==> src/rtl/score_event_ctrl.sv <==
// score_event_ctrl: turns start/hit/miss levels into saturating inc/dec/ld pulses and runs the game FSM
//   i_clk        clock, rising edge
//   i_rst_n      synchronous active-low reset
//   i_start      start button level (async)
//   i_hit        score-up event level (async)
//   i_miss       score-down event level (async)
//   i_qscore     current score fed back from the counter Q
//   o_inc        one-cycle pulse to counter Up
//   o_dec        one-cycle pulse to counter Dw
//   o_ld         one-cycle pulse to counter LD
//   o_game_over  high while in OVER
//   o_state      IDLE=0, LOAD=1, PLAY=2, OVER=3
module score_event_ctrl #(
  parameter logic [3:0] MAX_SCORE = 4'd15,
  parameter logic [3:0] WIN_SCORE = 4'd10,
  parameter int         HOLDOFF   = 2
) (
  input  logic       i_clk,
  input  logic       i_rst_n,
  input  logic       i_start,
  input  logic       i_hit,
  input  logic       i_miss,
  input  logic [3:0] i_qscore,
  output logic       o_inc,
  output logic       o_dec,
  output logic       o_ld,
  output logic       o_game_over,
  output logic [1:0] o_state
);
  typedef enum logic [1:0] {IDLE, LOAD, PLAY, OVER} state_t;
  localparam logic [3:0] HO = 4'(HOLDOFF);
  state_t     r_state, w_state_nx;
  logic [2:0] r_sync1, r_sync2, r_prev, w_edge;
  logic [3:0] r_hold, w_hold_nx;
  logic       r_inc, r_dec, r_ld, w_inc_nx, w_dec_nx, w_ld_nx;
  logic       w_start, w_hit, w_miss;
  // bit order {miss, hit, start}; flops reset to 1 so a level held across reset gives no edge
  assign w_edge  = r_sync2 & ~r_prev;
  assign w_start = w_edge[0];
  assign w_hit   = w_edge[1];
  assign w_miss  = w_edge[2];
  always_ff @(posedge i_clk) begin
    if (!i_rst_n) begin
      r_sync1 <= '1;
      r_sync2 <= '1;
      r_prev  <= '1;
      r_state <= IDLE;
      r_hold  <= '0;
      r_inc   <= 1'b0;
      r_dec   <= 1'b0;
      r_ld    <= 1'b0;
    end else begin
      r_sync1 <= {i_miss, i_hit, i_start};
      r_sync2 <= r_sync1;
      r_prev  <= r_sync2;
      r_state <= w_state_nx;
      r_hold  <= w_hold_nx;
      r_inc   <= w_inc_nx;
      r_dec   <= w_dec_nx;
      r_ld    <= w_ld_nx;
    end
  end
  always_comb begin
    w_state_nx = r_state;
    w_hold_nx  = r_hold;
    w_inc_nx   = 1'b0;
    w_dec_nx   = 1'b0;
    w_ld_nx    = 1'b0;
    case (r_state)
      IDLE, OVER: begin
        w_state_nx = w_start ? LOAD : r_state;
        w_ld_nx    = w_start;
      end
      LOAD: begin
        w_state_nx = PLAY;
        w_hold_nx  = '0;
      end
      default: begin
        if (w_start) begin
          w_state_nx = LOAD;
          w_ld_nx    = 1'b1;
          w_hold_nx  = '0;
        end else if (r_hold != '0) begin
          w_hold_nx = r_hold - 4'd1;
        end else if (i_qscore == WIN_SCORE) begin
          // only checked with holdoff clear, so Q already reflects the last pulse
          w_state_nx = OVER;
        end else begin
          w_inc_nx  = w_hit && !w_miss && i_qscore != MAX_SCORE;
          w_dec_nx  = w_miss && !w_hit && i_qscore != 4'd0;
          w_hold_nx = (w_inc_nx || w_dec_nx) ? HO : r_hold;
        end
      end
    endcase
  end
  assign o_inc       = r_inc;
  assign o_dec       = r_dec;
  assign o_ld        = r_ld;
  assign o_game_over = r_state == OVER;
  assign o_state     = r_state;
endmodule
==> config.mk <==
export PLATFORM = sky130hd
export DESIGN_NAME = score_event_ctrl
export DESIGN_NICKNAME = d
export VERILOG_FILES = /design/src/rtl/score_event_ctrl.sv
export SDC_FILE = /design/constraint.sdc
export NUM_CORES = 1
export LEC_CHECK = 0
export ABC_AREA = 1
export CAP_MARGIN = 20
export CORE_UTILIZATION = 54
export CTS_BUF_LIST = sky130_fd_sc_hd__clkbuf_16
export DETAILED_ROUTE_END_ITERATION = 7
export PLACE_DENSITY_LB_ADDON = 0.05
export SETUP_SLACK_MARGIN = 0.1
export SLEW_MARGIN = 20
export SYNTH_ARGS = -nofsm -noshare
export SYNTH_HDL_FRONTEND = slang
export SYNTH_SLANG_ARGS = --single-unit
export TNS_END_PERCENT = 5
==> constraint.sdc <==
create_clock -name i_clk -period 3.6 [get_ports i_clk]
set_input_delay 0.54 -clock i_clk [delete_from_list [all_inputs] [get_ports i_clk]]
set_output_delay 0.54 -clock i_clk [all_outputs]
set_load 0.005 [all_outputs]
==> run metrics <==
Vias=between 700 and 800; Final min period=between 1.5 and 2 ns; post-synth top area share=between 40% and 50%; Critical Path RT=between 3 and 4 ns; Worst slew margin=62.83%; DRC viols=0; syn_nets=roughly 130; multi-input logic area=around 430 sq um; Overall Global Routing Usage=approximately a fifth; final antenna-violating net count=0; initial antenna violation count=0; PD cells=approximately 470 mW/mm^2; slowest cell on the critical path=clkdlybuf4s50_1; critical path type=flip-flop to output pin; critical-path maximum fanout=6; vias in the first global route=between 600 and 700; post-synthesis cell count=approximately 120; final period utilization=between 50% and 60%; synthesized area per cell=roughly 7.6 sq um; post-synthesis register bit count=18; # hold bufs at CTS=0; clk_lat worst skew=0.25 ns; Final Max Slew Viols=0; WHS=between 0.4 and 0.5 ns; Yosys warning count=0; Routed WL=between 1.5 and 2 mm; Starting Density=57.97%; Final TNS setup=0 ns; CP max stage delay=0.50 ns; CP Buf/Inv Count=1; ANT cells=0; I/O Buffers=14; CTS max path bufs=2; number of cell rows=14; fill cell count=~130; worst-margin pin slew=roughly 0.56 ns; synth unique cells=19; final setup margin=around 1.7 ns; Final Net Count=about 150; wire per inst=approximately 10 um; Sink Count=18; crit path launch type=flip-flop; Final Hold Vio Count=0; setup bufs post-CTS=0; CTS tree=done; Place WS=between 1.5 and 2 ns; Die Y=around 42 um; DR iter-0 viols=11; first-pass GRT wire length=2.656 mm; vias per inst=around 4.8; f_max=between 500 and 600 MHz; CTS resizes=0; Leakage Power=about 0.56 nW; P&R area growth vs syn=26.93%; gpl congestion=approximately 0.82; Die X-Extent=42.22 um; Storage cell area=360.3 sq um; Setup Skew=around 0.0012 ns; RSZ-0062 raised after global routing=false; CP arrival=around 1.4 ns; full die area=around 0.0018 sq mm; Hold WC Path Type=flip-flop to flip-flop; DP HPWL=1.062 mm; area of the mapped netlist=around 870 sq um; Final setup viols=0; Core ar.=between 0.0015 and 0.002 sq mm; CTS buffer count=3; Yosys top cell by area=dfxtp_1; Crit. End Element=output pin; H-tree Lvls=1; layout cells sized above 1=13.64%; root buf cell=clkbuf_16; status=finished, final reports clean; maximum vdd drop=approximately 0.33 mV; max cap viols=0; main area contributors after synthesis=dfxtp_1 41%, nand2_1 12%, ha_1 10%; overflow left after global routing=0; critical path, cell by cell=ha_1 -> clkdlybuf4s50_1; Crit path max-delay family=buffers and inverters; sequential share of the synthesized area=41.26%; DR pass1 iterations=2; clock-pin transition on the worst setup and hold timing paths=about 0.05 ns; pin count of the biggest net entering global routing=17; io pins=15
synth_stat cells, drive strengths merged:
| library cell | instances |
|---|---|
| nand2 | 32 |
| nor2 | 16 |
| o21ai | 3 |
| nor3 | 3 |
| xor2 | 1 |
| clkbuf | 1 |
| dfxtp | 18 |
| inv | 21 |
| nand4 | 1 |
| a21oi | 6 |
| nand3 | 6 |
| ha | 7 |
sequential cells by signal, summed over array words and instances (netlist names):
| signal | cells |
|---|---|
| o_inc | 1 |
| o_state | 2 |
| r_sync2 | 3 |
| r_prev | 3 |
| r_sync1 | 3 |
| o_dec | 1 |
| r_hold | 4 |
| o_ld | 1 |
area by class of cell:
cell class	instances	area share, %
Clock buffer	3	6.772
Clock inverter	1	0.3386
Inverter	21	7.111
Multi-Input combinational cell	75	38.83
Sequential cell	18	32.51
Tap cell	16	1.806
Timing Repair Buffer	14	12.64
per-stage QoR:
stage | util, % | cells | total power, mW | cell area (sq um)
after floorplan | - | 115 | 0.2824 | 873.3
after global placement | 68.36 | 144 | 0.3040 | 1030
after detailed placement | 68.36 | 144 | 0.3072 | 1030
after CTS | 73.59 | 148 | 0.5288 | 1109
after global routing | 73.59 | 148 | 0.5473 | 1109
final | 73.59 | 148 | 0.5243 | 1109
report_power, final:
part | internal, mW | leakage [nW] | switching (mW) | total [mW]
Combinational | 0.0384 | 0.370 | 0.0528 | 0.0912
Sequential | 0.208 | 0.147 | 0.00488 | 0.213
Clock | 0.148 | 0.0385 | 0.0727 | 0.220
layer usage:
layer  wire length [um]  global-route usage, %  up-vias
li1                   -                      -      382
met1                663                  23.71      310
met2                779                  33.23       12
met3                 38                  3.879        5
met4                 29                  7.500        0
met5                  0                      0        -
tightest hold or removal path: stages, from the launching register on:
cell	delay, ns
dfxtp_1	0.30
inv_1	0.03
nand2_1	0.04
cells by family after synthesis:
logic type	share of synthesized area, %
AO/OA/AOI/OAI	5.157
flip-flops	41.26
adder cells (fa/ha/maj)	10.03
XOR/XNOR	1.003
buffers and inverters	9.456
AND/OR/NAND/NOR	33.09
placed cells by master (no fill, tap or decap), drive strengths merged:
cell type      netlist  final
nand2               32     32
inv                 21     21
dfxtp               18     18
nor2                16     16
clkdlybuf4s50        0     14
ha                   7      7
a21oi                6      6
nand3                6      6
o21ai                3      3
clkbuf               1      3
nor3                 3      3
xor2                 1      1
nand4                1      1
clkinv               0      1
final timing paths:
check / cells after the start / start / slack, ns / to
setup reg to reg: 6 / o_state[0]$_SDFFE_PN0P_ / 2.09 / o_state[0]$_SDFFE_PN0P_
setup / recovery: 2 / o_state[0]$_SDFFE_PN0P_ / 1.68 / o_game_over
hold / removal: 2 / r_sync1[0]$_SDFF_PN1_ / 0.40 / r_sync2[0]$_SDFF_PN1_
hold reg to reg: 2 / r_sync1[0]$_SDFF_PN1_ / 0.40 / r_sync2[0]$_SDFF_PN1_
(Power assumes the default switching activity.)
